## src/rtl/multi_edge_detector.sv

```systemverilog
// Per-channel synchronizer, glitch filter and edge detector with Mode-qualified
// sticky pending flags, a saturating event counter and a combined interrupt.
module multi_edge_detector #(
  parameter int N           = 4,
  parameter int SYNC_STAGES = 2,
  parameter int FILTER_LEN  = 3,
  parameter int CNT_W       = 4
) (
  input  logic             Clk,
  input  logic             Rst,
  input  logic [N-1:0]     A,
  input  logic [2*N-1:0]   Mode,
  input  logic [N-1:0]     Clear,
  input  logic             Count_Clr,
  output logic [N-1:0]     Rising_Edge,
  output logic [N-1:0]     Falling_Edge,
  output logic [N-1:0]     Event_Pending,
  output logic [CNT_W-1:0] Event_Count,
  output logic             Irq
);

  localparam int FCW   = (FILTER_LEN > 1) ? $clog2(FILTER_LEN) : 1;
  localparam int SUM_W = CNT_W + $clog2(N + 1) + 1;
  localparam logic [SUM_W-1:0] CNT_MAX = {{(SUM_W-CNT_W){1'b0}}, {CNT_W{1'b1}}};

  logic [N-1:0]     sync_q [SYNC_STAGES];
  logic [N-1:0]     synced;
  logic [N-1:0]     filt_q, filt_d;
  logic [N-1:0]     filt_dly_q;
  logic [FCW-1:0]   stab_q [N];
  logic [FCW-1:0]   stab_d [N];
  logic [N-1:0]     rise_q, rise_d;
  logic [N-1:0]     fall_q, fall_d;
  logic [N-1:0]     pend_q, pend_d;
  logic [N-1:0]     qual;
  logic [CNT_W-1:0] count_q, count_d;
  logic [SUM_W-1:0] sum;

  assign synced = sync_q[SYNC_STAGES-1];

  // The filtered level flips only after FILTER_LEN consecutive disagreeing
  // cycles; the pulses are taken from the filtered level one stage later.
  always_comb begin
    filt_d = filt_q;
    for (int i = 0; i < N; i++) begin
      stab_d[i] = '0;
      if (synced[i] != filt_q[i]) begin
        if (stab_q[i] == FCW'(FILTER_LEN - 1)) begin
          filt_d[i] = ~filt_q[i];
        end else begin
          stab_d[i] = stab_q[i] + FCW'(1);
        end
      end
    end
    rise_d = filt_q & ~filt_dly_q;
    fall_d = ~filt_q & filt_dly_q;
  end

  always_comb begin
    qual = '0;
    for (int i = 0; i < N; i++) begin
      qual[i] = (rise_q[i] & Mode[2*i]) | (fall_q[i] & Mode[2*i+1]);
    end
    // A new event wins over a same-cycle clear.
    pend_d = (pend_q & ~Clear) | qual;
    sum    = Count_Clr ? '0 : SUM_W'(count_q);
    for (int i = 0; i < N; i++) begin
      sum = sum + SUM_W'(qual[i]);
    end
    count_d = (sum > CNT_MAX) ? {CNT_W{1'b1}} : sum[CNT_W-1:0];
  end

  always_ff @(posedge Clk) begin
    if (Rst) begin
      for (int s = 0; s < SYNC_STAGES; s++) sync_q[s] <= '0;
      for (int i = 0; i < N; i++) stab_q[i] <= '0;
      filt_q     <= '0;
      filt_dly_q <= '0;
      rise_q     <= '0;
      fall_q     <= '0;
      pend_q     <= '0;
      count_q    <= '0;
    end else begin
      sync_q[0] <= A;
      for (int s = 1; s < SYNC_STAGES; s++) sync_q[s] <= sync_q[s-1];
      for (int i = 0; i < N; i++) stab_q[i] <= stab_d[i];
      filt_q     <= filt_d;
      filt_dly_q <= filt_q;
      rise_q     <= rise_d;
      fall_q     <= fall_d;
      pend_q     <= pend_d;
      count_q    <= count_d;
    end
  end

  assign Rising_Edge   = rise_q;
  assign Falling_Edge  = fall_q;
  assign Event_Pending = pend_q;
  assign Event_Count   = count_q;
  assign Irq           = |pend_q;

endmodule

```

## config.mk

```make
export PLATFORM = sky130hd
export DESIGN_NAME = multi_edge_detector
export DESIGN_NICKNAME = d
export VERILOG_FILES = /design/src/rtl/multi_edge_detector.sv
export SDC_FILE = /design/constraint.sdc
export NUM_CORES = 1
export LEC_CHECK = 0
export BUFFER_PORTS_ARGS = -buffer_cell sky130_fd_sc_hd__buf_2
export CELL_PAD_IN_SITES_DETAIL_PLACEMENT = 2
export CELL_PAD_IN_SITES_GLOBAL_PLACEMENT = 2
export CORE_ASPECT_RATIO = 0.5
export CORE_MARGIN = 2
export CORE_UTILIZATION = 29
export CTS_CLUSTER_DIAMETER = 150
export DETAILED_ROUTE_END_ITERATION = 8
export PLACE_DENSITY_LB_ADDON = 0.1
export SLEW_MARGIN = 40
export SYNTH_ARGS = -nofsm -noshare
export SYNTH_HDL_FRONTEND = slang
export SYNTH_SLANG_ARGS = --single-unit
```

## constraint.sdc

```tcl
create_clock -name Clk -period 2.5 [get_ports Clk]
set_clock_uncertainty 0.1 [all_clocks]
set_input_delay 0.5 -clock Clk [delete_from_list [all_inputs] [get_ports Clk]]
set_output_delay 0.5 -clock Clk [all_outputs]
set_load 0.05 [all_outputs]
```

==> Flow_metrics.wiki, run 1 <==
{| class="wikitable"
! Metric !! Value
|-
| Buffers from clock root to sink, at most || 2
|-
| Min-Delay Startpoint || filt_dly_q[3]
|-
| Via-per-instance ratio || 4.18
|-
| Critical path start-end classification || reg2reg
|-
| Worst skew pair latency || 280 ps
|-
| Sequential fraction of the synthesis area || 54.4%
|-
| Total number of vias || 1,004
|-
| Post-detailed-route count of antenna-violating nets || 0
|-
| Share of cell area taken by muxes after synthesis || 2.72%
|-
| Vias in the first global route || 1,011
|-
| Critical path peak fanout || 4
|-
| Clock root buffer || sky130_fd_sc_hd__clkbuf_8
|-
| Post-synthesis share of cell area spent on and, or, nand and nor gates || 23.0%
|-
| Area of the mapped netlist || 1470 um^2
|-
| Number of maximum-capacitance constraint violations || 0
|-
| Final Routed Wirelength || 2.84 mm
|-
| Clock slew at reported path FFs || 70 ps
|-
| # clock sinks || 40
|-
| Die outline height || 54.4 um
|-
| Crit path largest cell delay || 500 ps
|-
| Internal power summed over all cells || 855 uW
|-
| Number of library cell types mapped by synthesis || 22
|-
| Maximum achievable frequency || 0.414 GHz
|-
| CTS H-Tree Depth || 2
|-
| Clock tree from TritonCTS || done
|-
| Period utilization || 96.6%
|-
| Pwr/cell area || 601 nW/um^2
|-
| DRC violations left || 0
|-
| End of the worst register-to-register path || Event_Count[0]
|-
| Gr ovfl total || 0
|-
| Routed wire per std cell || 11.8 um
|-
| Xor/xnor share of the synthesized area || 2.38%
|-
| Initial core utilization || 30.0%
|-
| Full die area || 5690 um^2
|-
| Pin count of the biggest net entering global routing || 33
|-
| First-pass iteration count of the detailed router || 2
|-
| Synth Area per Inst || 11.2 um^2
|-
| Cells after Synth || 131
|-
| Number of warnings issued by yosys || 0
|-
| Maximum vdd drop || 227 uV
|-
| Element type at the critical path end || flip-flop
|-
| NumNets Final || 197
|-
| Global-route wire length before repair || 4.71 mm
|-
| Adder and majority cell fraction of the synthesized area || 8.33%
|-
| Leakage power || 0.805 nW
|-
| DRC marker count from the first detailed-route iteration || 6
|-
| Synth Area in Compound Gates || 4.93%
|-
| Synth area leaders || sky130_fd_sc_hd__dfxtp_1 54%, sky130_fd_sc_hd__nor2b_1 6.4%, sky130_fd_sc_hd__ha_1 4.3%
|-
| Flop pwr share || 60.1%
|-
| Row Count || 18
|-
| Fraction of post-synthesis cell area in the top cell type by area || 54.4%
|-
| R2r startpoint || Rising_Edge[3]
|-
| Die X-Extent || 105 um
|-
| Reg2reg path depth || 7
|-
| Top-level I/O count || 36
|-
| Switching power of the nets || 225 uW
|-
| Post-Synthesis Net Count || 158
|-
| Fin crit period || 2410 ps
|-
| Library cell with the largest summed area after synthesis || sky130_fd_sc_hd__dfxtp_1
|-
| Setup repair after global routing missed its margin || false
|-
| HPWL after detailed placement || 2.18 mm
|-
| Number of antenna violations at the first check in global routing || 0
|-
| Aggregate global-route resource usage || 11.2%
|-
| Arrival time worst endpoint || 2460 ps
|-
| Max-slew violation count || 0
|-
| Number of endpoints with negative hold slack in the final report || 0
|-
| Endpoint of the worst hold path || Rising_Edge[3]
|-
| Final total negative setup slack || 0 ps
|-
| GPL Wtd Cong || 0.696
|-
| Class of the most critical hold timing path || reg2reg
|-
| Number of inserted diodes || 0
|-
| Status || finished clean
|-
| Area growth from synthesis to layout || 22.1%
|-
| Max-slew headroom at the worst pin || 62.4%
|-
| Ratio of cells with drive above 1 in the final layout || 37.6%
|-
| Core Region || 4910 um^2
|-
| I/O Buffers || 35
|-
| Setup violators final || 0
|-
| Switching share of total power || 20.8%
|-
| Crit path cell chain || a22o_1, fa_1, fa_2, fa_2, and4b_1, nor2_1, nor2_1
|-
| Cell at the slowest stage of the critical path || sky130_fd_sc_hd__fa_1
|-
| Transition time at the pin with the least slew margin || 564 ps
|-
| Clock buffers created by TritonCTS || 5
|-
| Post-Route Utilization || 36.6%
|-
| Largest family of logic cells by synthesized area || simple AND/OR/NAND/NOR gates
|-
| Data required time of the critical path || 2550 ps
|-
| Clock share of power || 36.3%
|-
| Worst-case register-to-register setup slack || 90 ps
|-
| Hold path depth || 1
|-
| Total of flip-flops plus latches after synthesis || 40
|-
| Startpoint class of the critical path || flip-flop
|-
| Share of power burned in combinational logic || 3.6%
|}
[critical path, delay by kind of cell, from the launching register on]
kind | cells | cell delay, ps
AOI/OAI and AO/OA | 1 | 240
adders and majority gates | 3 | 1250
DFF | 1 | 330
and+or+nand+nor | 3 | 360
[worst max path at each step]
stage,from,to,slack (ps),depth (start not counted)
2_1_floorplan,Mode[6],Event_Count[1],50,7
3_3_place_gp,Mode[6],Event_Count[0],-140,8
3_5_place_dp,Mode[6],Event_Count[0],-200,8
4_1_cts,Rising_Edge[3],Event_Count[0],50,7
5_1_grt,Rising_Edge[0],Event_Count[0],0.3,7
6_report,Rising_Edge[3],Event_Count[0],90,7
[flip-flops by register name, indices dropped and copies added, names as in the netlist]
signal         flops
Falling_Edge       4
filt_q             4
sync_q             8
Event_Pending      4
Rising_Edge        4
Event_Count        4
filt_dly_q         4
stab_q             8
[per-stage QoR]
stage / setup WS (ps) / hold WS [ps] / area, um^2 / cells / power [mW]
6_report: 85.2 / 303 / 1800 / 240 / 1.08
5_1_grt: 0.266 / 318 / 1800 / 240 / 1.14
4_1_cts: 48.2 / 312 / 1800 / 240 / 1.11
3_5_place_dp: -195 / 297 / 1720 / 233 / 0.704
3_3_place_gp: -142 / 282 / 1720 / 233 / 0.702
2_1_floorplan: 49.2 / 276 / 1480 / 131 / 0.687
[synth_stat cells]
master	n
sky130_fd_sc_hd__nor4_1	1
sky130_fd_sc_hd__fa_1	3
sky130_fd_sc_hd__a21oi_1	6
sky130_fd_sc_hd__or4_1	1
sky130_fd_sc_hd__and2b_2	3
sky130_fd_sc_hd__nor3_1	1
sky130_fd_sc_hd__mux2i_1	4
sky130_fd_sc_hd__buf_2	1
sky130_fd_sc_hd__or3_4	4
sky130_fd_sc_hd__nor2_1	12
sky130_fd_sc_hd__nor3b_1	4
sky130_fd_sc_hd__and4b_1	2
sky130_fd_sc_hd__xnor2_1	4
sky130_fd_sc_hd__ha_1	5
sky130_fd_sc_hd__nor2b_1	15
sky130_fd_sc_hd__inv_1	9
sky130_fd_sc_hd__a21o_1	1
sky130_fd_sc_hd__nor2_2	8
sky130_fd_sc_hd__buf_6	2
sky130_fd_sc_hd__dfxtp_1	40
sky130_fd_sc_hd__nor4bb_1	1
sky130_fd_sc_hd__a22o_1	4
[cell type report]
cell class                      count  area, um^2
Tap cell                           70        87.6
Sequential cell                    40         808
Multi-Input combinational cell     79         614
Clock buffer                        6        72.6
Timing Repair Buffer               35         175
Fill cell                         558        3110
Clock inverter                      1        5.00
Inverter                            9        33.8
[power by group through the flow]
stage	Combinational, mW	Clock, mW	Sequential (mW)
finish	0.0390	0.392	0.649
detailed placement	0.0402	0	0.664
CTS	0.0407	0.419	0.649
global route	0.0449	0.443	0.649
floorplan	0.0240	0	0.663
global placement	0.0394	0	0.663
[kinds of logic (layout without fill, tap and decap cells)]
kind of cell / count (synthesis) / in the layout
AOI/OAI and AO/OA: 11 / 11
and+or+nand+nor: 52 / 52
muxes: 4 / 4
DFF: 40 / 40
adders and majority gates: 8 / 8
xor gates and xnor gates: 4 / 4
buffers and inverters: 12 / 51
[metal layers]
metal / track usage, % / up-vias / wire, um
li1: - / 502 / -
met1: 13.9 / 470 / 1430
met2: 17.6 / 28 / 1190
met3: 4.40 / 4 / 188
met4: 5.33 / 0 / 28
met5: 0 / - / 0
[cell usage in the layout, fill, tap and decap left out, drive strengths merged]
cell type  count
fa             3
clkinv         1
nor3           1
dfxtp         40
a21oi          6
a22o           4
nor2          20
nor4bb         1
ha             5
mux2i          4
nor2b         15
xnor2          4
and2b          3
inv            9
and4b          2
nor4           1
nor3b          4
clkbuf         6
or3            4
buf           35
a21o           1
or4            1
[what timing repair did]
item,CTS,global route
endpoints found under the setup margin,0,1
hold buffers,0,0
buffers inserted,0,0
hold endpoints to repair,0,0
gates resized for setup,0,0
Power figures use the tool's default switching activity.
==> run 2: changes to the inputs <==
--- a/config.mk
+++ b/config.mk
@@ -10,7 +10,8 @@
 export CELL_PAD_IN_SITES_GLOBAL_PLACEMENT = 2
 export CORE_ASPECT_RATIO = 0.5
 export CORE_MARGIN = 2
-export CORE_UTILIZATION = 29
+export CORE_UTILIZATION = 31
+export CTS_BUF_LIST = sky130_fd_sc_hd__clkbuf_4 sky130_fd_sc_hd__clkbuf_8
 export CTS_CLUSTER_DIAMETER = 150
 export DETAILED_ROUTE_END_ITERATION = 8
 export PLACE_DENSITY_LB_ADDON = 0.1
==> constraint.sdc (replaced) <==
create_clock -name Clk -period 2.45 [get_ports Clk]
set_clock_uncertainty 0.1 [all_clocks]
set_input_delay 0.49 -clock Clk [delete_from_list [all_inputs] [get_ports Clk]]
set_output_delay 0.49 -clock Clk [all_outputs]
set_load 0.05 [all_outputs]
==> run 2 against run 1 <==
Against the previous run:
- first-iteration DRC count grew 17%
- global-route usage grew 1.3 points
- non-clock buffer count grew 3
- worst hold slack lost 6.1 ps
- combinational power grew 4%
- die area shrank 6.1%
- sequential share of layout area shrank 1.6 points
- via count grew 0.70%
- critical path type unchanged
==> Flow_metrics.wiki, run 2 (same netlist as run 1, synthesis figures left out) <==
{| class="wikitable"
! Metric !! Value
|-
| Number of inserted diodes || 0 (unchanged)
|-
| Worst-case register-to-register setup slack || 5 ps (-80 ps)
|-
| Core Region || 4490 um^2 (-8.6%)
|-
| Post-detailed-route count of antenna-violating nets || 0 (unchanged)
|-
| CTS H-Tree Depth || 2 (unchanged)
|-
| Pin count of the biggest net entering global routing || 33 (unchanged)
|-
| Final non-filler cell total || 240 (unchanged)
|-
| Pwr/cell area || 689 nW/um^2 (+15%)
|-
| Global-route wire length before repair || 4.86 mm (+3.2%)
|-
| Die X-Extent || 101 um (-3.2%)
|-
| Clock buffers created by TritonCTS || 5 (unchanged)
|-
| Fin crit period || 2450 ps (+30.2 ps)
|-
| Most common cell after layout, fill and taps aside || sky130_fd_sc_hd__buf_2
|-
| Worst setup path startpoint || Rising_Edge[1]
|-
| Class of the most critical hold timing path || reg2reg
|-
| Clock tree from TritonCTS || done
|-
| Row Count || 17 (-1)
|-
| HPWL after detailed placement || 2.22 mm (+2.0%)
|-
| Worst setup slack after layout || 4.99 ps (-80.2 ps)
|-
| Largest registers || stab_q (8), sync_q (8)
|-
| WP buf/inv || 0 (unchanged)
|-
| Largest delay share family, worst path || adder cells
|-
| Flop pwr share || 51.6% (-8.5 points)
|-
| Vias in the first global route || 1,039 (+2.8%)
|-
| Internal power summed over all cells || 1.04 mW (+21%)
|-
| Startpoint class of the critical path || flip-flop
|-
| Place WS || -240 ps (-44.7 ps)
|-
| Routed wire per std cell || 12.3 um (+3.9%)
|-
| Gr ovfl total || 0 (unchanged)
|-
| End of the worst register-to-register path || Event_Count[1]
|-
| Clock share of power || 45.3% (+9.0 points)
|-
| Via-per-instance ratio || 4.21 (+0.70%)
|-
| Element type at the critical path end || flip-flop
|-
| Switching power of the nets || 246 uW (+9.2%)
|-
| GPL Wtd Cong || 0.671 (-3.6%)
|-
| Critical path peak fanout || 4 (unchanged)
|-
| Aggregate global-route resource usage || 12.5% (+1.3 points)
|-
| Commonest non-fill, non-tap cells in the layout || 35 x sky130_fd_sc_hd__buf_2, 34 x sky130_fd_sc_hd__dfxtp_1, 15 x sky130_fd_sc_hd__nor2b_1, 12 x sky130_fd_sc_hd__nor2_1, 9 x sky130_fd_sc_hd__inv_1
|-
| Arrival time worst endpoint || 2490 ps (+30 ps)
|-
| Maximum achievable frequency || 0.409 GHz (-1.2%)
|-
| Placed cell count || 231 (-0.86%)
|-
| Setup violators final || 0 (unchanged)
|-
| Initial core utilization || 32.8% (+2.8 points)
|-
| Cell at the slowest stage of the critical path || sky130_fd_sc_hd__fa_1
|-
| Max-slew headroom at the worst pin || 61.4% (-0.96 points)
|-
| Number of endpoints with negative hold slack in the final report || 0 (unchanged)
|-
| Setup repair after global routing missed its margin || true
|-
| Top-level I/O count || 36 (unchanged)
|-
| Share of power burned in combinational logic || 3.2% (-0.4 points)
|-
| Worst skew pair latency || 280 ps (about the same)
|-
| Die outline height || 52.7 um (-3.0%)
|-
| Reg2reg path depth || 7 (unchanged)
|-
| I/O Buffers || 35 (unchanged)
|-
| # clock sinks || 40 (unchanged)
|-
| Final Routed Wirelength || 2.95 mm (+3.9%)
|-
| Clock slew at reported path FFs || 70 ps (about the same)
|-
| Status || finished clean
|-
| Transition time at the pin with the least slew margin || 579 ps (+14.4 ps)
|-
| First-pass iteration count of the detailed router || 3 (+1)
|-
| NumNets Final || 200 (+1.5%)
|-
| Ratio of cells with drive above 1 in the final layout || 39.7% (+2.0 points)
|-
| DRC violations left || 0 (unchanged)
|-
| Full die area || 5350 um^2 (-6.1%)
|-
| Critical path start-end classification || reg2reg
|-
| DRC marker count from the first detailed-route iteration || 7 (+1)
|-
| Buffers from clock root to sink, at most || 2 (unchanged)
|-
| Fill cell count || 479 (-14%)
|-
| Crit path largest cell delay || 520 ps (+20 ps)
|-
| Leakage power || 0.845 nW (+4.9%)
|-
| Data required time of the critical path || 2500 ps (-50 ps)
|-
| Clock root buffer || sky130_fd_sc_hd__clkbuf_8
|-
| Stages on the worst setup path || 7 (unchanged)
|-
| Area growth from synthesis to layout || 26.6%
|-
| Maximum vdd drop || 239 uV (+5.1%)
|-
| Number of maximum-capacitance constraint violations || 0 (unchanged)
|-
| Number of antenna violations at the first check in global routing || 0 (unchanged)
|-
| Max-slew violation count || 0 (unchanged)
|-
| R2r startpoint || Rising_Edge[1]
|-
| Switching share of total power || 19.1% (-1.7 points)
|-
| Crit path cell chain || a22o_1, fa_1, fa_2, fa_2, and4b_1, nor2_1, nor2_1
|-
| Total number of vias || 1,011 (+0.70%)
|-
| Destination of the critical timing path || Event_Count[1]
|-
| Period utilization || 99.8% (+3.2 points)
|}
[run 2: cell types whose count changed in the layout (fill, tap and decap cells not counted)]
cell | previous run | this run
sky130_fd_sc_hd__buf_4 | 0 | 3
sky130_fd_sc_hd__clkbuf_8 | 5 | 7
sky130_fd_sc_hd__clkbuf_1 | 1 | 0
sky130_fd_sc_hd__clkinv_2 | 1 | 0
sky130_fd_sc_hd__bufinv_16 | 0 | 1
[run 2: worst min path at each step]
stage	startpoint	to	slack [ps]	cells after the start
after CTS	filt_dly_q[1]	Rising_Edge[1]	300	1
after global routing	A[0]	sync_q[0][0]	320	2
final	filt_dly_q[1]	Rising_Edge[1]	300	1
after global placement	filt_dly_q[3]	Rising_Edge[3]	280	1
after detailed placement	filt_dly_q[1]	Rising_Edge[1]	290	1
after floorplan	filt_dly_q[0]	Rising_Edge[0]	280	1
[run 2: cell type report]
class	instances	area [um^2]	share of cell area [%]
clock buffer	7	96.3	5.17
clock inverter	1	30.0	1.61
inverter	9	33.8	1.81
multi-input combinational	79	614	33.0
sequential	40	808	43.4
tap	66	82.6	4.43
timing repair buffer	38	198	10.6
[run 2: timing repair]
action,in CTS,in global routing
resized for setup,0,0
setup endpoints to repair,1,2
hold buffers,0,0
endpoints found under the hold margin,0,0
setup buffers,0,1
pin swaps,0,1
[run 2: power by group through the flow]
stage	clock network, mW	logic (mW)	registers (mW)
finish	0.581	0.0405	0.662
global route	0.632	0.0466	0.663
CTS	0.603	0.0416	0.662
detailed placement	0	0.0410	0.677
global placement	0	0.0391	0.677
floorplan	0	0.0245	0.676
[run 2: stage by stage]
step / hold slack, ps / setup TNS [ps] / utilization, % / instance area, um^2 / total power, mW
finish: 297 / 0 / 41.5 / 1860 / 1.28
global route: 317 / -124 / 41.5 / 1860 / 1.34
CTS: 303 / -8.29 / 41.3 / 1860 / 1.31
detailed placement: 294 / -756 / 38.5 / 1730 / 0.718
global placement: 283 / -585 / 38.5 / 1730 / 0.716
floorplan: 276 / 0 / - / 1480 / 0.701
[run 2: per-layer routing]
layer / wire length [um] / track usage (%)
met5: 0 / 0
met2: 1330 / 20.8
met1: 1440 / 15.2
met4: 23 / 4.05
met3: 169 / 4.80
==> run 3: changes to the inputs <==
--- a/config.mk
+++ b/config.mk
@@ -6,12 +6,12 @@
 export NUM_CORES = 1
 export LEC_CHECK = 0
 export BUFFER_PORTS_ARGS = -buffer_cell sky130_fd_sc_hd__buf_2
-export CELL_PAD_IN_SITES_DETAIL_PLACEMENT = 2
-export CELL_PAD_IN_SITES_GLOBAL_PLACEMENT = 2
+export CELL_PAD_IN_SITES_DETAIL_PLACEMENT = 1
+export CELL_PAD_IN_SITES_GLOBAL_PLACEMENT = 1
 export CORE_ASPECT_RATIO = 0.5
 export CORE_MARGIN = 2
 export CORE_UTILIZATION = 31
-export CTS_BUF_LIST = sky130_fd_sc_hd__clkbuf_4 sky130_fd_sc_hd__clkbuf_8
+export CTS_BUF_LIST = sky130_fd_sc_hd__clkbuf_8
 export CTS_CLUSTER_DIAMETER = 150
 export DETAILED_ROUTE_END_ITERATION = 8
 export PLACE_DENSITY_LB_ADDON = 0.1
==> run 3 against run 2 <==
Against the previous run:
- flip-flop and latch count unchanged
- cell count down 0.42%
- via count fell by 1.7%
- first-iteration DRC count is 71% higher
- register-to-register slack better by 70 ps
- clock power shrank 11%
- total power down 5.0%
- count of clock-buffer cells in the layout shrank 2
- sequential power barely moved
- highest routed layer unchanged
==> Flow_metrics.wiki, run 3 (same netlist as run 1, synthesis figures left out) <==
{| class="wikitable"
! Metric !! Value
|-
| Final Routed Wirelength || 2.63 mm (-11%)
|-
| Clock tree from TritonCTS || done
|-
| Switching power of the nets || 243 uW (-0.95%)
|-
| Core Region || 4490 um^2 (unchanged)
|-
| Standard cell area after detailed placement || 1710 um^2 (-0.87%)
|-
| DRC marker count from the first detailed-route iteration || 12 (+5)
|-
| Top-level I/O count || 36 (unchanged)
|-
| Period utilization || 97.0% (-2.8 points)
|-
| GPL Wtd Cong || 0.679 (+1.2%)
|-
| Register area || 808 um^2 (unchanged)
|-
| Initial core utilization || 32.8% (unchanged)
|-
| Max-slew headroom at the worst pin || 62.6% (+1.2 points)
|-
| Routed wire per std cell || 11.0 um (-11%)
|-
| Largest registers || stab_q (8), sync_q (8)
|-
| Data required time of the critical path || 2510 ps (about the same)
|-
| Post-route cell area || 1840 um^2 (-1.4%)
|-
| Aggregate global-route resource usage || 11.2% (-1.3 points)
|-
| Fin crit period || 2380 ps (-68.7 ps)
|-
| Global-route wire length before repair || 4.40 mm (-9.5%)
|-
| Element type at the critical path end || flip-flop
|-
| First-pass iteration count of the detailed router || 2 (-1)
|-
| Via-per-instance ratio || 4.16 (-1.3%)
|-
| Clock share of power || 42.5% (-2.8 points)
|-
| Flop pwr share || 54.2% (+2.6 points)
|-
| Number of antenna violations at the first check in global routing || 0 (unchanged)
|-
| Maximum achievable frequency || 0.421 GHz (+2.9%)
|-
| Worst skew pair latency || 290 ps (about the same)
|-
| I/O Buffers || 35 (unchanged)
|-
| Full die area || 5350 um^2 (unchanged)
|-
| # resized after CTS || 0 (unchanged)
|-
| Switching share of total power || 19.9% (+0.81 points)
|-
| Share of power burned in combinational logic || 3.3% (about the same)
|-
| Transition time at the pin with the least slew margin || 561 ps (-17.3 ps)
|-
| Most common cell after layout, fill and taps aside || sky130_fd_sc_hd__buf_2
|-
| Maximum vdd drop || 239 uV (-0.12%)
|-
| # clock sinks || 40 (unchanged)
|-
| Startpoint class of the critical path || flip-flop
|-
| Total number of vias || 994 (-1.7%)
|-
| Critical path peak fanout || 4 (unchanged)
|-
| Ratio of cells with drive above 1 in the final layout || 38.7% (-0.93 points)
|-
| Gr ovfl total || 0 (unchanged)
|-
| Clock slew at reported path FFs || 70 ps (about the same)
|-
| Leakage power || 0.834 nW (-1.3%)
|-
| Commonest non-fill, non-tap cells in the layout || 35 x sky130_fd_sc_hd__buf_2, 34 x sky130_fd_sc_hd__dfxtp_1, 15 x sky130_fd_sc_hd__nor2b_1, 12 x sky130_fd_sc_hd__nor2_1, 10 x sky130_fd_sc_hd__inv_1
|-
| Final total negative setup slack || 0 ps (unchanged)
|-
| Area growth from synthesis to layout || 24.8%
|-
| Number of maximum-capacitance constraint violations || 0 (unchanged)
|-
| DRC violations left || 0 (unchanged)
|-
| Area taken by multi-input logic gates || 614 um^2 (unchanged)
|-
| Overall power consumption || 1.22 mW (-5.0%)
|-
| CTS H-Tree Depth || 2 (unchanged)
|-
| Clock root buffer || sky130_fd_sc_hd__clkbuf_8
|-
| HPWL after detailed placement || 1.95 mm (-12%)
|-
| Setup repair after global routing missed its margin || true
|-
| NumNets Final || 199 (-0.50%)
|-
| Post-CTS Hold Buffers || 0 (unchanged)
|-
| Number of endpoints with negative hold slack in the final report || 0 (unchanged)
|-
| Pin count of the biggest net entering global routing || 33 (unchanged)
|-
| Pwr/cell area || 664 nW/um^2 (-3.6%)
|-
| Buffers from clock root to sink, at most || 2 (unchanged)
|-
| Die X-Extent || 101 um (unchanged)
|-
| Post-CTS setup repair buffer count || 0 (unchanged)
|-
| Number of inserted diodes || 0 (unchanged)
|-
| Max-slew violation count || 0 (unchanged)
|-
| Row Count || 17 (unchanged)
|-
| Critical path start-end classification || reg2reg
|-
| Clock buffers created by TritonCTS || 5 (unchanged)
|-
| Internal power summed over all cells || 976 uW (-5.9%)
|-
| Class of the most critical hold timing path || reg2reg
|-
| Die outline height || 52.7 um (unchanged)
|-
| Setup violators final || 0 (unchanged)
|-
| Post-detailed-route count of antenna-violating nets || 0 (unchanged)
|-
| Arrival time worst endpoint || 2440 ps (-50 ps)
|-
| Status || finished clean
|-
| Vias in the first global route || 982 (-5.5%)
|-
| Fill cell count || 516 (+7.7%)
|}
==> run 3: cell types whose count changed in the layout (fill, tap and decap cells not counted) <==
cell / change
sky130_fd_sc_hd__clkbuf_8: -2
sky130_fd_sc_hd__buf_4: -1
sky130_fd_sc_hd__clkinv_2: +1
sky130_fd_sc_hd__inv_1: +1
==> run 3: critical path: stages (launching register included) <==
cell and delay (ps):
sky130_fd_sc_hd__dfxtp_2 330, sky130_fd_sc_hd__a22o_1 240, sky130_fd_sc_hd__fa_1 500, sky130_fd_sc_hd__fa_2 370, sky130_fd_sc_hd__fa_2 370, sky130_fd_sc_hd__and4b_1 210, sky130_fd_sc_hd__nor2_1 80, sky130_fd_sc_hd__nor2_1 50
==> run 3: path summary, 6_finish.rpt <==
path                  startpoint              to  slack [ps]  cells after the start
hold reg to reg    filt_dly_q[3]  Rising_Edge[3]         300                      1
hold / removal     filt_dly_q[3]  Rising_Edge[3]         300                      1
setup / recovery  Rising_Edge[3]  Event_Count[1]          70                      7
setup reg to reg  Rising_Edge[3]  Event_Count[1]          70                      7
==> run 3: per-stage QoR <==
stage          hold WS [ps]  worst slack (ps)  instances  util (%)
6_report                296              73.7        239      40.9
5_1_grt                 292             -49.5        239      40.9
4_1_cts                 296              38.5        237      40.6
3_5_place_dp            286              -213        229      38.2
3_3_place_gp            283              -176        229      38.2
2_1_floorplan           276              9.16        131         -
==> run 3: final cells by class <==
type / count / share of cell area [%]
Sequential cell: 40 / 44.0
Clock buffer: 5 / 3.75
Clock inverter: 3 / 2.11
Inverter: 9 / 1.84
Multi-Input combinational cell: 79 / 33.4
Timing Repair Buffer: 37 / 10.4
Tap cell: 66 / 4.50
==> run 3: power groups by stage <==
stage	Clock (mW)	Sequential (mW)	Combinational (mW)
2_1_floorplan	0	0.676	0.0245
3_3_place_gp	0	0.677	0.0397
3_5_place_dp	0	0.677	0.0405
4_1_cts	0.540	0.661	0.0407
5_1_grt	0.570	0.663	0.0452
6_report	0.518	0.662	0.0397
==> run 3: routing by layer <==
metal  wire [um]  share of wire [%]  GRT usage, %  up-vias
met5           0                  0             0        -
met4          24               0.91          4.73        0
met3         202                7.7          5.33        4
met2        1110                 42          16.6       28
met1        1300                 49          14.0      449
li1            -                  -             -      513
